### src/rtl/enc_uart_pkg.sv
// Shared types and defaults for the encoder-to-UART transmit path.
`timescale 1ns/1ps
package enc_uart_pkg;

  localparam int                BYTE_W              = 8;
  localparam int                FRAME_BYTES_DEFAULT = 8;
  localparam logic [BYTE_W-1:0] SYNC_BYTE_DEFAULT   = 8'hA5;

  // Frame sequencer states.
  typedef enum logic [2:0] {
    ST_IDLE,
    ST_ISSUE,
    ST_WAIT_HI,
    ST_WAIT_LO,
    ST_DONE
  } tx_state_t;

endpackage

### src/rtl/encoded_frame_tx_if.sv
// Valid/ready frame handshake between the encoder output buffer and the
// frame sequencer. The master owns data/valid and the slave owns ready.
`timescale 1ns/1ps
interface encoded_frame_tx_if
  import enc_uart_pkg::*;
#(
  parameter int FRAME_BYTES = FRAME_BYTES_DEFAULT
);

  logic [BYTE_W*FRAME_BYTES-1:0] frame_data;
  logic                          frame_valid;
  logic                          frame_ready;

  modport master (
    output frame_data,
    output frame_valid,
    input  frame_ready
  );

  modport slave (
    input  frame_data,
    input  frame_valid,
    output frame_ready
  );

endinterface

### src/rtl/encoded_frame_tx.sv
// Streams one encoded frame to the UART transmitter, LSB byte first, with an
// optional leading sync byte. Each byte gets a one-cycle start pulse and is
// paced by the transmitter busy flag (rise, then fall). A stalled busy flag
// raises a sticky timeout error; flush ends the frame after the byte in flight.
`timescale 1ns/1ps
module encoded_frame_tx
  import enc_uart_pkg::*;
#(
  parameter int unsigned       FRAME_BYTES  = FRAME_BYTES_DEFAULT,
  parameter bit                SEND_SYNC    = 1'b1,
  parameter logic [BYTE_W-1:0] SYNC_BYTE    = SYNC_BYTE_DEFAULT,
  parameter int unsigned       BUSY_TIMEOUT = 16
) (
  input  logic                clk,
  input  logic                rst,
  encoded_frame_tx_if.slave   frm,
  input  logic                flush,
  input  logic                tx_busy,
  output logic                tx_start,
  output logic [BYTE_W-1:0]   tx_data,
  output logic                frame_done,
  output logic                timeout_err
);

  localparam int FRAME_W = BYTE_W * FRAME_BYTES;
  // Signed byte index; -1 is the sync slot.
  localparam int IDX_W   = $clog2(FRAME_BYTES + 1) + 1;
  localparam int CNT_W   = $clog2(BUSY_TIMEOUT + 1);

  localparam logic signed [IDX_W-1:0] LAST_IDX = IDX_W'(FRAME_BYTES - 1);
  localparam logic [CNT_W-1:0]        CNT_LAST = CNT_W'(BUSY_TIMEOUT - 1);

  tx_state_t                state_q;
  logic                     frame_ready_q;
  logic                     tx_start_q;
  logic [BYTE_W-1:0]        tx_data_q;
  logic                     frame_done_q;
  logic                     timeout_err_q;
  logic                     flush_q;
  logic [CNT_W-1:0]         cnt_q;

  logic [FRAME_W-1:0]       shreg_q, shreg_d;
  logic signed [IDX_W-1:0]  idx_q, idx_d;

  logic                     accept;
  logic                     byte_end;
  logic                     last_byte;
  logic                     flush_seen;
  logic [BYTE_W-1:0]        issue_byte;

  // Next shift-register/index values and the byte to launch on the next start.
  always_comb begin
    // NOTE: every combinational output gets a default first so no path can
    // leave it unassigned and infer a latch.
    shreg_d = shreg_q;
    idx_d   = idx_q;

    accept   = (state_q == ST_IDLE) && frm.frame_valid && frame_ready_q;
    byte_end = (state_q == ST_WAIT_LO) && !tx_busy;

    if (accept) begin
      shreg_d = frm.frame_data;
      idx_d   = SEND_SYNC ? '1 : '0;
    end else if (byte_end) begin
      // The sync slot does not consume payload, so only shift for real bytes.
      if (!idx_q[IDX_W-1]) begin
        shreg_d = shreg_q >> BYTE_W;
      end
      idx_d = idx_q + IDX_W'(1);
    end

    issue_byte = idx_d[IDX_W-1] ? SYNC_BYTE : shreg_d[BYTE_W-1:0];
    last_byte  = (idx_q == LAST_IDX);
    flush_seen = flush_q | flush;
  end

  // Frame payload and byte index; always reloaded on accept before use.
  always_ff @(posedge clk) begin
    // NOTE: pure datapath registers are deliberately left out of reset; the
    // state machine never reads them before an accept has loaded them.
    shreg_q <= shreg_d;
    idx_q   <= idx_d;
  end

  // Sequencer state machine with registered handshake and transmitter outputs.
  always_ff @(posedge clk) begin
    // NOTE: sequential state uses non-blocking assignments so every register
    // samples pre-edge values regardless of statement order.
    if (rst) begin
      state_q       <= ST_IDLE;
      frame_ready_q <= 1'b0;
      tx_start_q    <= 1'b0;
      tx_data_q     <= '0;
      frame_done_q  <= 1'b0;
      timeout_err_q <= 1'b0;
      flush_q       <= 1'b0;
      cnt_q         <= '0;
    end else begin
      tx_start_q   <= 1'b0;
      frame_done_q <= 1'b0;
      if (state_q != ST_IDLE) begin
        flush_q <= flush_seen;
      end

      unique case (state_q)
        ST_IDLE: begin
          frame_ready_q <= 1'b1;
          if (accept) begin
            frame_ready_q <= 1'b0;
            timeout_err_q <= 1'b0;
            flush_q       <= 1'b0;
            state_q       <= ST_ISSUE;
            if (!tx_busy) begin
              tx_start_q <= 1'b1;
              tx_data_q  <= issue_byte;
            end
          end
        end

        // Either the start-pulse cycle, or waiting for a busy transmitter.
        ST_ISSUE: begin
          if (tx_start_q) begin
            state_q <= ST_WAIT_HI;
            cnt_q   <= CNT_W'(1);
          end else if (flush_seen) begin
            frame_done_q <= 1'b1;
            state_q      <= ST_DONE;
          end else if (!tx_busy) begin
            tx_start_q <= 1'b1;
            tx_data_q  <= issue_byte;
          end
        end

        // cnt_q counts cycles since the start pulse.
        ST_WAIT_HI: begin
          if (tx_busy) begin
            state_q <= ST_WAIT_LO;
          end else if (cnt_q >= CNT_LAST) begin
            timeout_err_q <= 1'b1;
            frame_done_q  <= 1'b1;
            state_q       <= ST_DONE;
          end else begin
            cnt_q <= cnt_q + CNT_W'(1);
          end
        end

        ST_WAIT_LO: begin
          if (byte_end) begin
            if (last_byte || flush_seen) begin
              frame_done_q <= 1'b1;
              state_q      <= ST_DONE;
            end else begin
              tx_start_q <= 1'b1;
              tx_data_q  <= issue_byte;
              state_q    <= ST_ISSUE;
            end
          end
        end

        ST_DONE: begin
          frame_ready_q <= 1'b1;
          state_q       <= ST_IDLE;
        end

        default: state_q <= ST_IDLE;
      endcase
    end
  end

  assign frm.frame_ready = frame_ready_q;
  assign tx_start        = tx_start_q;
  assign tx_data         = tx_data_q;
  assign frame_done      = frame_done_q;
  assign timeout_err     = timeout_err_q;

endmodule
### src/flat_wrapper.sv
// flat-port wrapper written by rule: the top's interface ports become plain ports
module encoded_frame_tx_flat import enc_uart_pkg::*;
#(
  parameter int unsigned       FRAME_BYTES  = FRAME_BYTES_DEFAULT,
  parameter bit                SEND_SYNC    = 1'b1,
  parameter logic [BYTE_W-1:0] SYNC_BYTE    = SYNC_BYTE_DEFAULT,
  parameter int unsigned       BUSY_TIMEOUT = 16
)
  (clk, rst, flush, tx_busy, tx_start, tx_data, frame_done, timeout_err, frm_frame_data, frm_frame_valid, frm_frame_ready);
  encoded_frame_tx_if #(.FRAME_BYTES(FRAME_BYTES)) frm_i ();
  input  logic clk;
  input  logic rst;
  input  logic flush;
  input  logic tx_busy;
  output logic tx_start;
  output logic [BYTE_W-1:0] tx_data;
  output logic frame_done;
  output logic timeout_err;
  input wire logic [$bits(frm_i.frame_data)-1:0] frm_frame_data;
  input wire logic [$bits(frm_i.frame_valid)-1:0] frm_frame_valid;
  output wire logic [$bits(frm_i.frame_ready)-1:0] frm_frame_ready;
  assign frm_i.frame_data = frm_frame_data;
  assign frm_i.frame_valid = frm_frame_valid;
  assign frm_frame_ready = frm_i.frame_ready;
  encoded_frame_tx #(.FRAME_BYTES(FRAME_BYTES), .SEND_SYNC(SEND_SYNC), .SYNC_BYTE(SYNC_BYTE), .BUSY_TIMEOUT(BUSY_TIMEOUT)) u_core (.clk(clk), .rst(rst), .frm(frm_i), .flush(flush), .tx_busy(tx_busy), .tx_start(tx_start), .tx_data(tx_data), .frame_done(frame_done), .timeout_err(timeout_err));
endmodule
### config.mk
export PLATFORM = sky130hd
export DESIGN_NAME = encoded_frame_tx_flat
export DESIGN_NICKNAME = d
export VERILOG_FILES = /design/src/rtl/enc_uart_pkg.sv /design/src/rtl/encoded_frame_tx_if.sv /design/src/rtl/encoded_frame_tx.sv /design/src/flat_wrapper.sv
export SDC_FILE = /design/constraint.sdc
export NUM_CORES = 1
export LEC_CHECK = 0
export ABC_AREA = 1
export BUFFER_PORTS_ARGS = -buffer_cell sky130_fd_sc_hd__buf_2
export CAP_MARGIN = 20
export CORE_MARGIN = 2
export CORE_UTILIZATION = 30
export CTS_BUF_LIST = sky130_fd_sc_hd__clkbuf_8
export DETAILED_ROUTE_END_ITERATION = 10
export HOLD_SLACK_MARGIN = 0.03
export MAX_ROUTING_LAYER = met4
export SYNTH_ARGS = -nofsm -noshare
export SYNTH_HDL_FRONTEND = slang
export SYNTH_SLANG_ARGS = --single-unit
### constraint.sdc
create_clock -name clk -period 3.8 [get_ports clk]
set_clock_uncertainty 0.1 [all_clocks]
set_input_delay 0.76 -clock clk [delete_from_list [all_inputs] [get_ports clk]]
set_output_delay 0.76 -clock clk [all_outputs]
set_load 0.02 [all_outputs]
==> flow_summary.yaml <==
yosys:
  yosysTopAreaCell: "edfxtp_1"
  yosysTopAreaCellShare_pct: 42.82
  ys_seq_elements: 90
  synth.avg_cell_area_um2: 10.28
  yosysSeqAreaShare_pct: 60.15
  synth-edff-count: 56
  synth_warnings: 0
  ys.flop_type: "edfxtp_1"
  synth_async_sr_flop_share_pct: 0
  synthDistinctLibCells: 32
  netlist_area_um2: 3928
  syn-num-nets: 454
  postSynthCellCount: 382
  synth_area_leaders: "edfxtp_1 (43%), dfxtp_1 (17%), a22o_1 (10%)"
cts:
  numClockSinks: 90
  cts-root-buf: "clkbuf_8"
  hold_buffers: 0
  cts_htree_levels: 3
  clk_pin_slew_ns: 0.09
  cts_buffers: 9
  postCtsSetupBuffers: 0
  clockBufferDepth: 2
  clock_latency_ns: 0.36
  cts_tree: "yes"
  cts_resized: 0
worst_setup_path:
  cp-end-kind: "flip-flop"
  crit_fanout: 30
  crit_path_start_kind: "flip-flop"
  critPathArrivalTime_ns: 2.37
  r2r_slack_ns: 1.39
  critPathKind: "flip-flop to flip-flop"
  required_ns: 3.76
placement:
  gp_routability_congestion: 0.8542
  portBuffers: 80
  dp.cells: 622
  dp_hpwl_mm: 6.019
routing:
  wl_mm: 8.530
  via_count: 2924
  remaining_drc_errors: 0
  firstDrtPassIters: 4
  drt_iter0_drc: 241
  ant_nets: 0
  via_per_inst: 4.590
  post_drt_wl_per_cell_um: 13.39
run_status:
  status: "complete, no violations"
floorplan:
  start_util_pct: 30.87
  die_x_um: 118.4
  floorplan.rows: 41
  core_area_um2: 12720
  ios: 81
  die_y_um: 118.4
  dieArea_um2: 14020
cells_and_area:
  final_nets: 533
  mostFrequentLayoutCells: "nand2_1 (97), buf_2 (80), edfxtp_1 (56)"
  diodes: 0
  drive_gt1_share_pct: 24.30
  layout_commonest_cell: "nand2_1"
  syn_to_final_growth_pct: 19.40
  final_cells: 637
global_routing:
  first_global_vias: 2767
  use_met2_pct: 19.58
  grt_overflow: 0
  grt_pass1_wl_mm: 13.86
  grt_start_max_net_pins: 55
  met3_usage_pct: 3.523
  grtUsageMet1_pct: 17.19
  antenna_found_initial: 0
  busiest_layer: "met2"
  grt_usage_pct: 13.12
flow_run:
  drv_cap: 0
timing:
  rsz0062_at_grt: "no"
  drv_slew: 0
  fmax_mhz: 415.0
  worstMarginPinSlew_ns: 0.6653
  setup_tns_ns: 0
  period_share_pct: 63.41
  slew_headroom_pct: 55.49
  setup_violations: 0
  layout_min_cycle_time_ns: 2.410
  hold_viol_final: 0
power_and_ir_drop:
  ir_worst_vdd_mv: 0.2396
  power_density_nw_per_um2: 633.5
  power.leakage_nw: 2.034
  p_total_mw: 2.971
hold_path:
  min_path_type: "flip-flop to flip-flop"
[state kept, by name, indices dropped and copies added, names as in the netlist]
register                cells
u_core.idx_q                5
u_core.tx_start             1
u_core.timeout_err          1
u_core.frame_done           1
u_core.cnt_q                5
u_core.flush_q              1
u_core.state_q              3
u_core.shreg_q             64
u_core.frm.frame_ready      1
u_core.tx_data              8
[routing by layer]
metal  share of wire [%]  vias up
met1                  48     1352
met5                   0        -
met4                0.94        0
li1                    -     1476
met2                  46       90
met3                 5.8        6
[critical path, stage by stage (launching register included)]
cell and delay, ns:
dfxtp_1 0.52, nand3_1 0.23, nor2_4 0.25, nand2_1 0.18, nand2_2 0.53, buf_12 0.29
[synth_stat cells, types with 3 or more instances]
cell type,count
nor2_1,29
buf_1,4
nand3_1,14
buf_2,6
o21ai_1,4
ha_1,3
nand4_1,3
inv_1,33
a22o_1,47
o21ai_0,8
nand2_1,98
a21oi_1,15
dfxtp_1,34
edfxtp_1,56
nor2_4,3
[area by class of cell]
cell class	instances	area, um^2
clock buffer	9	123.9
clock inverter	6	67.56
fill	1326	8033
inverter	36	135.1
multi-input combinational	240	1343
sequential	90	2362
tap	172	215.2
timing repair buffer	84	442.9
[stage by stage]
stage | instance area, um^2 | hold slack [ns] | worst slack, ns | utilization, %
2_1_floorplan | 3928 | 0.3402 | 0.5825 | -
3_3_place_gp | 4498 | 0.3528 | 1.287 | 35.36
3_5_place_dp | 4498 | 0.3562 | 1.197 | 35.36
4_1_cts | 4690 | 0.3704 | 1.335 | 36.86
5_1_grt | 4690 | 0.4004 | 1.161 | 36.86
6_report | 4690 | 0.3690 | 1.390 | 36.86
[final timing paths]
check,start,to,cells past startpoint
setup / recovery,u_core.state_q[0],u_core.shreg_q[20],5
hold / removal,u_core.tx_data[6],u_core.tx_data[6],2
setup reg to reg,u_core.state_q[0],u_core.shreg_q[20],5
hold reg to reg,u_core.tx_data[6],u_core.tx_data[6],2
[report_power, final]
part / total, mW / leakage (nW) / switching (mW) / internal (mW)
sequential: 1.43 / 0.808 / 0.120 / 1.31
clock: 0.651 / 0.0933 / 0.348 / 0.303
combinational: 0.890 / 1.13 / 0.572 / 0.318
total: 2.97 / 2.03 / 1.04 / 1.93
[logic make-up (layout without fill, tap and decap cells)]
group | Yosys count | count (layout) | synth area share, %
AOI/OAI and AO/OA | 76 | 76 | 14.30
adders and majority gates | 3 | 3 | 0.9558
buffers and inverters | 52 | 135 | 5.734
DFF | 90 | 90 | 60.15
and+or+nand+nor | 161 | 161 | 18.86
No activity file was read; power rests on OpenSTA's default activity.
